<file path="config.mk">
export PLATFORM = sky130hd
export DESIGN_NAME = lsu_flat
export DESIGN_NICKNAME = d
export VERILOG_FILES = /design/src/rtl/lsu_if.sv /design/src/rtl/lsu.sv /design/src/flat_wrapper.sv
export SDC_FILE = /design/constraint.sdc
export NUM_CORES = 1
export LEC_CHECK = 0
export ABC_AREA = 1
export BUFFER_PORTS_ARGS = -buffer_cell sky130_fd_sc_hd__buf_4
export CAP_MARGIN = 25
export CELL_PAD_IN_SITES_DETAIL_PLACEMENT = 0
export CELL_PAD_IN_SITES_GLOBAL_PLACEMENT = 1
export CORE_UTILIZATION = 33
export DETAILED_ROUTE_END_ITERATION = 7
export PLACE_DENSITY_LB_ADDON = 0.1
export RECOVER_POWER = 100
export SETUP_SLACK_MARGIN = 0.3
export SLEW_MARGIN = 20
export SYNTH_ARGS = -nofsm -noshare
export SYNTH_HDL_FRONTEND = slang
export SYNTH_SLANG_ARGS = --single-unit
</file>
<file path="constraint.sdc">
create_clock -name clk -period 1.79 [get_ports clk]
set_input_delay 0.358 -clock clk [delete_from_list [all_inputs] [get_ports clk]]
set_output_delay 0.358 -clock clk [all_outputs]
set_load 0.02 [all_outputs]
</file>
<file path="src/rtl/lsu_if.sv">
// Data-memory bus between the load/store unit and data memory: word-aligned
// req/gnt request phase followed by an rvalid read-data phase.
interface lsu_if #(
  parameter int ADDR_W = 32
);
  logic              mem_req;
  logic              mem_we;
  logic [ADDR_W-1:0] mem_addr;
  logic [3:0]        mem_be;
  logic [31:0]       mem_wdata;
  logic              mem_gnt;
  logic              mem_rvalid;
  logic [31:0]       mem_rdata;

  modport master (
    output mem_req, mem_we, mem_addr, mem_be, mem_wdata,
    input  mem_gnt, mem_rvalid, mem_rdata
  );

  modport slave (
    input  mem_req, mem_we, mem_addr, mem_be, mem_wdata,
    output mem_gnt, mem_rvalid, mem_rdata
  );
endinterface

</file>
<file path="src/rtl/lsu.sv">
// Load/store unit: turns one RV32I load/store into a word-aligned bus access
// with byte enables, stalls the core until done, returns extended load data.
module lsu #(
  parameter int ADDR_W = 32
) (
  input  logic              clk,
  input  logic              rst,
  input  logic              req_load,
  input  logic              req_store,
  input  logic [2:0]        funct3,
  input  logic [ADDR_W-1:0] addr,
  input  logic [31:0]       wdata,
  output logic              stall,
  output logic [31:0]       rdata,
  output logic              rvalid,
  output logic              fault,
  lsu_if.master             bus
);

  typedef enum logic [1:0] {IDLE, REQ, WAIT, DONE} state_t;

  state_t            state_reg, state_next;
  logic              we_reg;
  logic [2:0]        funct3_reg;
  logic [ADDR_W-1:0] addr_reg;
  logic [3:0]        be_reg;
  logic [31:0]       wdata_reg;
  logic [31:0]       rdata_reg;

  logic              request, illegal, misaligned, legal;
  logic [3:0]        be_next;
  logic [31:0]       wdata_next;
  logic [31:0]       lane;
  logic [31:0]       load_ext;

  genvar gi;

  assign request = req_load | req_store;

  always_comb begin
    illegal = 1'b0;
    if (req_load && req_store)
      illegal = 1'b1;
    else if (req_load)
      illegal = !(funct3 inside {3'b000, 3'b001, 3'b010, 3'b100, 3'b101});
    else if (req_store)
      illegal = !(funct3 inside {3'b000, 3'b001, 3'b010});
  end

  assign misaligned = ((funct3[1:0] == 2'b01) && addr[0]) ||
                      ((funct3[1:0] == 2'b10) && (addr[1:0] != 2'b00));
  assign legal      = !illegal && !misaligned;

  always_comb begin
    be_next = 4'b1111;
    case (funct3[1:0])
      2'b00:   be_next = 4'b0001 << addr[1:0];
      2'b01:   be_next = addr[1] ? 4'b1100 : 4'b0011;
      default: be_next = 4'b1111;
    endcase
  end

  // Replicating the byte/half across lanes is the same as shifting it into
  // place, and keeps the unused lanes deterministic.
  generate
    for (gi = 0; gi < 4; gi++) begin : g_wlane
      assign wdata_next[8*gi +: 8] =
        (funct3[1:0] == 2'b00) ? wdata[7:0] :
        (funct3[1:0] == 2'b01) ? wdata[8*(gi%2) +: 8] :
                                 wdata[8*gi +: 8];
    end
  endgenerate

  assign lane = bus.mem_rdata >> {addr_reg[1:0], 3'b000};

  always_comb begin
    load_ext = lane;
    case (funct3_reg)
      3'b000:  load_ext = {{24{lane[7]}}, lane[7:0]};
      3'b001:  load_ext = {{16{lane[15]}}, lane[15:0]};
      3'b100:  load_ext = {24'd0, lane[7:0]};
      3'b101:  load_ext = {16'd0, lane[15:0]};
      default: load_ext = lane;
    endcase
  end

  always_ff @(posedge clk) begin
    if (rst) begin
      state_reg  <= IDLE;
      we_reg     <= 1'b0;
      funct3_reg <= 3'b000;
      addr_reg   <= '0;
      be_reg     <= 4'b0000;
      wdata_reg  <= 32'd0;
      rdata_reg  <= 32'd0;
    end else begin
      state_reg <= state_next;
      if (state_reg == IDLE && request && legal) begin
        we_reg     <= req_store;
        funct3_reg <= funct3;
        addr_reg   <= addr;
        be_reg     <= be_next;
        wdata_reg  <= wdata_next;
      end
      if (state_reg == WAIT && bus.mem_rvalid)
        rdata_reg <= load_ext;
    end
  end

  always_comb begin
    state_next = state_reg;
    stall      = 1'b0;
    fault      = 1'b0;
    case (state_reg)
      IDLE: begin
        if (request) begin
          if (legal) begin
            stall      = 1'b1;
            state_next = REQ;
          end else begin
            fault = 1'b1;
          end
        end
      end
      REQ: begin
        stall = 1'b1;
        if (bus.mem_gnt)
          state_next = we_reg ? DONE : WAIT;
      end
      WAIT: begin
        stall = 1'b1;
        if (bus.mem_rvalid)
          state_next = DONE;
      end
      // Request inputs still belong to the finishing instruction here.
      DONE: state_next = IDLE;
      default: state_next = IDLE;
    endcase
  end

  assign rvalid        = (state_reg == DONE) && !we_reg;
  assign rdata         = rdata_reg;
  assign bus.mem_req   = (state_reg == REQ);
  assign bus.mem_we    = we_reg;
  assign bus.mem_addr  = {addr_reg[ADDR_W-1:2], 2'b00};
  assign bus.mem_be    = be_reg;
  assign bus.mem_wdata = wdata_reg;

endmodule
</file>
<file path="src/flat_wrapper.sv">
// flat-port wrapper written by rule: the top's interface ports become plain ports
module lsu_flat 
#(
  parameter int ADDR_W = 32
)
  (clk, rst, req_load, req_store, funct3, addr, wdata, stall, rdata, rvalid, fault, bus_mem_req, bus_mem_we, bus_mem_addr, bus_mem_be, bus_mem_wdata, bus_mem_gnt, bus_mem_rvalid, bus_mem_rdata);
  lsu_if #(.ADDR_W(ADDR_W)) bus_i ();
  input  logic clk;
  input  logic rst;
  input  logic req_load;
  input  logic req_store;
  input  logic [2:0] funct3;
  input  logic [ADDR_W-1:0] addr;
  input  logic [31:0] wdata;
  output logic stall;
  output logic [31:0] rdata;
  output logic rvalid;
  output logic fault;
  output wire logic [$bits(bus_i.mem_req)-1:0] bus_mem_req;
  output wire logic [$bits(bus_i.mem_we)-1:0] bus_mem_we;
  output wire logic [$bits(bus_i.mem_addr)-1:0] bus_mem_addr;
  output wire logic [$bits(bus_i.mem_be)-1:0] bus_mem_be;
  output wire logic [$bits(bus_i.mem_wdata)-1:0] bus_mem_wdata;
  input wire logic [$bits(bus_i.mem_gnt)-1:0] bus_mem_gnt;
  input wire logic [$bits(bus_i.mem_rvalid)-1:0] bus_mem_rvalid;
  input wire logic [$bits(bus_i.mem_rdata)-1:0] bus_mem_rdata;
  assign bus_mem_req = bus_i.mem_req;
  assign bus_mem_we = bus_i.mem_we;
  assign bus_mem_addr = bus_i.mem_addr;
  assign bus_mem_be = bus_i.mem_be;
  assign bus_mem_wdata = bus_i.mem_wdata;
  assign bus_i.mem_gnt = bus_mem_gnt;
  assign bus_i.mem_rvalid = bus_mem_rvalid;
  assign bus_i.mem_rdata = bus_mem_rdata;
  lsu #(.ADDR_W(ADDR_W)) u_core (.clk(clk), .rst(rst), .req_load(req_load), .req_store(req_store), .funct3(funct3), .addr(addr), .wdata(wdata), .stall(stall), .rdata(rdata), .rvalid(rvalid), .fault(fault), .bus(bus_i));
endmodule
</file>
==> flow_summary.yaml, run 1 <==
timing:
  fmax_mhz: 586
  rsz0062_at_grt: "yes"
  setup_viol: 0
  final.min_clock_period_ps: 1710
  post-route-period-util_pct: 95.3
  final_hold_viol_count: 0
  slew_violations: 0
  fin_skew_ps: 4.33
power_and_ir_drop:
  switching_power_mw: 3.23
  pwr-share-comb_pct: 39.6
  pwr_density_cell_nw_per_um2: 1170
  p_seq_share_pct: 35.1
  vdd_drop_max_mv: 0.472
  p_clk_share_pct: 25.3
  p_total_mw: 8.36
  intPower_mw: 5.13
  swShare_pct: 38.6
  p_leak_nw: 3.17
outcome:
  status: "complete, no violations"
logic_synthesis:
  avgSynthCellArea_um2: 6.74
  syn_area_um2: 5270
  synth_edf_count: 0
  yosysTopAreaCellShare_pct: 40.3
  async_flop_share_pct: 0
  synth.distinct_cells: 28
  ys_ff_latch: 106
  yosys_warnings: 0
  ys_seq_area_share_pct: 40.3
  yosysMostFrequentCell: "nand2_1"
  synth_cells: 781
  synth_area_leaders: "dfxtp_1 40%, nand2_1 17%, a21oi_1 8.5%"
  synth_ff_type: "dfxtp_1"
  synth_top_cell_by_area: "dfxtp_1"
  synth_common_cells: "235 x nand2_1, 106 x dfxtp_1, 89 x a21oi_1"
floorplan:
  num_rows: 45
  dieWidth_um: 128
  core_area_um2: 15400
  die-area_um2: 16500
  pin_count: 210
  initial_core_util_pct: 34.3
  die_height_um: 128
final_layout:
  fillers: 1660
  nNetsFinal: 1069
  syn2layout_area_growth_pct: 35.8
  diodes: 0
  layout-drive-gt1-share_pct: 23.4
  post-route-util_pct: 46.5
worst_hold_path:
  holdCritPathClass: "input port to register"
  hold_end: "u_core.addr_reg[14]$_SDFFE_PP0P_"
  holdCritStartpoint: "addr[14]"
  min_path_cells: 3
placed_design:
  io_buffers: 207
  dpl.hpwl_mm: 11.8
  gp_congestion: 0.847
global_route:
  antenna_found_initial: 0
  grt_pass1_wl_mm: 26.4
  grt-ovfl-total: 0
  track_usage_pct: 20.8
  grt_pass1_vias: 5131
  grt_max_degree: 59
clock_tree:
  cts-root-buf: "clkbuf_16"
  clk_pin_slew_ps: 70
  cts.path.max_buffers: 2
  cts.sinks: 106
  htree_levels: 3
  clk_latency_ps: 350
  cts_tree: "built"
  cts_made_buffers: 9
routing:
  dr.pass1.iters: 4
  vias: 5526
  antenna_left: 0
  wl_mm: 18.0
  drc: 0
  routed_via_density: 4.71
  drt_iter0_drc: 306
  wl_per_cell_um: 15.3
critical_path:
  crit_arrival_ps: 1350
  worstPathRequired_ps: 1430
  end_kind: "primary output"
  worstSetupPathType: "register to primary output"
  r2r_start: "u_core.addr_reg[1]$_SDFFE_PP0P_"
  timing.reg2reg.worst_path_depth: 8
  crit_fanout: 3
  crit-reg2reg-capture: "u_core.rdata[30]$_SDFFE_PP0P_"
  worst_setup_path_start_kind: "register"
  r2r_slack_ps: 120
flow_run:
  cap_violations: 0
## per-stage QoR
step / cells / hold WS, ps / setup TNS (ps) / setup WS (ps) / instance area [um2]
finish: 1174 / 260 / 0 / 83.3 / 7150
global route: 1174 / 243 / 0 / 15.6 / 7150
CTS: 1160 / 245 / 0 / 101 / 7280
detailed placement: 1137 / 456 / -14.0 / -13.6 / 6830
global placement: 1137 / 453 / 0 / 62.8 / 6830
floorplan: 782 / 444 / 0 / 173 / 5320
## per-layer routing
metal / GRT usage (%) / vias to the layer above / part of all wire [%]
met2: 33.3 / 174 / 45
met4: 4.84 / 0 / 1.3
met1: 27.3 / 2539 / 46
met3: 6.51 / 18 / 7.4
met5: 0 / - / 0
li1: - / 2795 / -
## cell families (layout without fill, tap and decap cells)
group,Yosys count,after routing,synth area share (%)
and+or+nand+nor,340,342,25.5
AOI/OAI and AO/OA,181,181,19.2
adders and majority gates,5,5,1.19
other,1,2,0.0712
DFF,106,106,40.3
buffers and inverters,148,327,13.8
## cell type report
type / instances / area (um2) / area share, %
timing repair buffer: 244 / 1580 / 22.0
clock buffer: 10 / 229 / 3.20
clock inverter: 5 / 80.1 / 1.12
inverter: 68 / 274 / 3.83
multi-input combinational: 530 / 2590 / 36.3
sequential: 106 / 2130 / 29.8
tap: 211 / 264 / 3.69
## what timing repair did
item	in CTS	in global routing
setup endpoints to repair	93	106
pin swaps	4	13
hold buffers	0	0
gates resized for setup	24	73
gates cloned	3	5
buffers inserted	5	9
## layout by cell type, fill, tap and decap left out, types with 4 or more instances in the layout
| cell type | count |
|---|---|
| nand3_1 | 9 |
| buf_4 | 126 |
| nand2_1 | 234 |
| buf_6 | 6 |
| o21ai_0 | 42 |
| nor2_1 | 76 |
| o21ai_2 | 7 |
| o31ai_1 | 7 |
| clkbuf_1 | 100 |
| nand2_4 | 5 |
| o21ai_1 | 6 |
| o211ai_1 | 15 |
| dfxtp_1 | 102 |
| inv_1 | 54 |
| a21oi_1 | 85 |
| inv_4 | 4 |
| a21oi_2 | 13 |
| inv_2 | 8 |
| nand2_2 | 10 |
| clkbuf_16 | 10 |
## worst max-delay path by stage
stage | start | end | slack, ps | cells past startpoint
2_1_floorplan | funct3[0] | stall | 170 | 9
3_3_place_gp | funct3[1] | u_core.bus.mem_wdata[2]$_SDFFE_PP0P_ | 60 | 7
3_5_place_dp | funct3[1] | u_core.addr_reg[29]$_SDFFE_PP0P_ | -10 | 7
4_1_cts | u_core.state_reg[1]$_SDFFE_PP0P_ | fault | 100 | 5
5_1_grt | u_core.addr_reg[1]$_SDFFE_PP0P_ | u_core.rdata[17]$_SDFFE_PP0P_ | 20 | 8
6_report | u_core.state_reg[0]$_SDFFE_PP0P_ | stall | 80 | 5
## power groups by stage
stage	registers, mW	logic, mW	clock network, mW
after floorplan	3.21	1.73	0
after global placement	2.97	2.98	0
after detailed placement	2.99	3.00	0
after CTS	2.93	3.30	2.19
after global routing	2.98	3.63	2.28
final	2.93	3.32	2.11
## critical path, cell delays in order, from the launching register on
cell and delay, ps:
dfxtp_4 360, inv_4 70, ha_4 160, nand4_4 110, a21oi_4 150, buf_4 150
Power figures use the tool's default switching activity.
==> run 2, diff against run 1 <==
--- a/config.mk
+++ b/config.mk
@@ -6,7 +6,7 @@
 export NUM_CORES = 1
 export LEC_CHECK = 0
 export ABC_AREA = 1
-export BUFFER_PORTS_ARGS = -buffer_cell sky130_fd_sc_hd__buf_4
+export BUFFER_PORTS_ARGS = -buffer_cell sky130_fd_sc_hd__buf_2
 export CAP_MARGIN = 25
 export CELL_PAD_IN_SITES_DETAIL_PLACEMENT = 0
 export CELL_PAD_IN_SITES_GLOBAL_PLACEMENT = 1
==> flow_summary.yaml, run 2 (synthesis gave the netlist of run 1 again) <==
outcome:
  status: "complete, no violations"
worst_hold_path:
  holdCritPathClass: "input port to register"
  min_path_cells: 3
floorplan:
  num_rows: 45
  dieWidth_um: 128
  core_area_um2: 15400
  initial_core_util_pct: 34.3
  pin_count: 210
  die_height_um: 128
  die-area_um2: 16500
clock_tree:
  clk_latency_ps: 350
  cts-root-buf: "clkbuf_16"
  cts_made_buffers: 9
  cts.path.max_buffers: 2
  cts_tree: "built"
  hold_buffers: 0
  htree_levels: 3
  clk_pin_slew_ps: 70
  cts.sinks: 106
power_and_ir_drop:
  pwr_density_cell_nw_per_um2: 1230
  p_leak_nw: 3.12
  swShare_pct: 37.6
  vdd_drop_max_mv: 0.613
  pwr-share-comb_pct: 37.5
  switching_power_mw: 3.20
  p_seq_share_pct: 34.4
  p_clk_share_pct: 28.1
  intPower_mw: 5.32
  p_total_mw: 8.52
routing:
  routed_via_density: 4.73
  wl_met1_mm: 8.43
  route.met2.wl_mm: 8.26
  wl_per_cell_um: 15.4
  vias: 5595
  met3_length_mm: 1.25
  wl_mm: 18.2
  drc: 0
  antenna_left: 0
  drt_iter0_drc: 305
  dr.pass1.iters: 4
  highest_layer: "met4"
critical_path:
  end_kind: "primary output"
  crit_fanout: 3
  worstSetupPathType: "register to primary output"
  worst_setup_path_start_kind: "register"
  worstPathRequired_ps: 1430
  timing.reg2reg.worst_path_depth: 9
  crit_arrival_ps: 1360
global_route:
  track_usage_pct: 20.8
  grt-ovfl-total: 0
  grt_max_degree: 83
  antenna_found_initial: 0
  grt_pass1_wl_mm: 26.4
  grt_pass1_vias: 5084
final_layout:
  diodes: 0
  syn2layout_area_growth_pct: 31.4
  layout-drive-gt1-share_pct: 23.1
  final_common_cell: "nand2_1"
  layout_common_cells: "230 x nand2_1, 105 x buf_2, 102 x clkbuf_1, 102 x dfxtp_1, 90 x a21oi_1"
  nNetsFinal: 1078
placed_design:
  io_buffers: 207
  dp_slack_ps: 15.4
  gp_congestion: 0.843
  dpl.hpwl_mm: 11.5
timing:
  finalSetupTns_ps: 0
  fin_skew_ps: 4.96
  post-route-period-util_pct: 95.7
  final.min_clock_period_ps: 1710
  fmax_mhz: 584
  rsz0062_at_grt: "yes"
  setup_viol: 0
  setup_slack_ps: 77.0
  final_hold_viol_count: 0
  slew_violations: 0
flow_run:
  cap_violations: 0
run 2: cell count changes in the layout (fill, tap and decap cells not counted), moves of 3 or more:
| cell | delta |
|---|---|
| buf_2 | +105 |
| buf_4 | -101 |
| o21ai_0 | +7 |
| o21ai_2 | -6 |
| a21oi_1 | +5 |
| a21oi_2 | -5 |
| nand2_2 | +5 |
| clkbuf_4 | +4 |
| nand2_1 | -4 |
| nor2_2 | +4 |
| clkbuf_2 | +3 |
| nor2_1 | -3 |
run 2: metal layers:
metal,vias to the layer above,global-route usage (%)
met5,-,0
met4,0,6.44
met3,19,5.80
met2,184,33.9
met1,2571,26.7
li1,2821,-
run 2: power groups by stage:
stage	clock (mW)	combinational, mW	sequential, mW
3_3_place_gp	0	2.74	2.95
3_5_place_dp	0	2.77	2.97
5_1_grt	2.55	3.50	2.98
6_report	2.39	3.20	2.93
2_1_floorplan	0	1.73	3.21
4_1_cts	2.46	3.21	2.92
run 2: timing repair:
action / 4_1_cts / 5_1_grt
cloned: 6 / 6
pin swaps: 4 / 8
gates resized for setup: 35 / 42
hold endpoints to repair: 0 / 0
buffers inserted: 6 / 12
setup endpoints to repair: 82 / 86
run 2: worst max-delay path, stage by stage, from the launching register on:
cell      delay, ps
dfxtp_4         360
inv_4            60
ha_4            150
inv_2            50
a221oi_2        200
buf_4           200
run 2: final timing paths:
check | from | to | slack, ps
max | u_core.state_reg[0]$_SDFFE_PP0P_ | fault | 80
max reg2reg | u_core.state_reg[1]$_SDFFE_PP0P_ | u_core.rdata[3]$_SDFFE_PP0P_ | 100
min reg2reg | u_core.bus.mem_be[3]$_SDFFE_PP0P_ | u_core.bus.mem_be[3]$_SDFFE_PP0P_ | 470
min | addr[31] | u_core.addr_reg[31]$_SDFFE_PP0P_ | 250
run 2: area by class of cell:
type | instances | area (um2)
Clock buffer | 10 | 229
Multi-Input combinational cell | 530 | 2550
Timing Repair Buffer | 253 | 1340
Tap cell | 211 | 264
Sequential cell | 106 | 2130
Clock inverter | 5 | 128
Fill cell | 1729 | 8450
Inverter | 68 | 274
run 2: stage by stage:
step	cell area, um2	hold WS (ps)	utilization, %	instances
final	6920	252	45.0	1183
after global routing	6920	241	45.0	1183
after CTS	6960	235	45.3	1165
after detailed placement	6330	455	41.2	1138
after global placement	6330	449	41.2	1138
after floorplan	5320	444	-	782
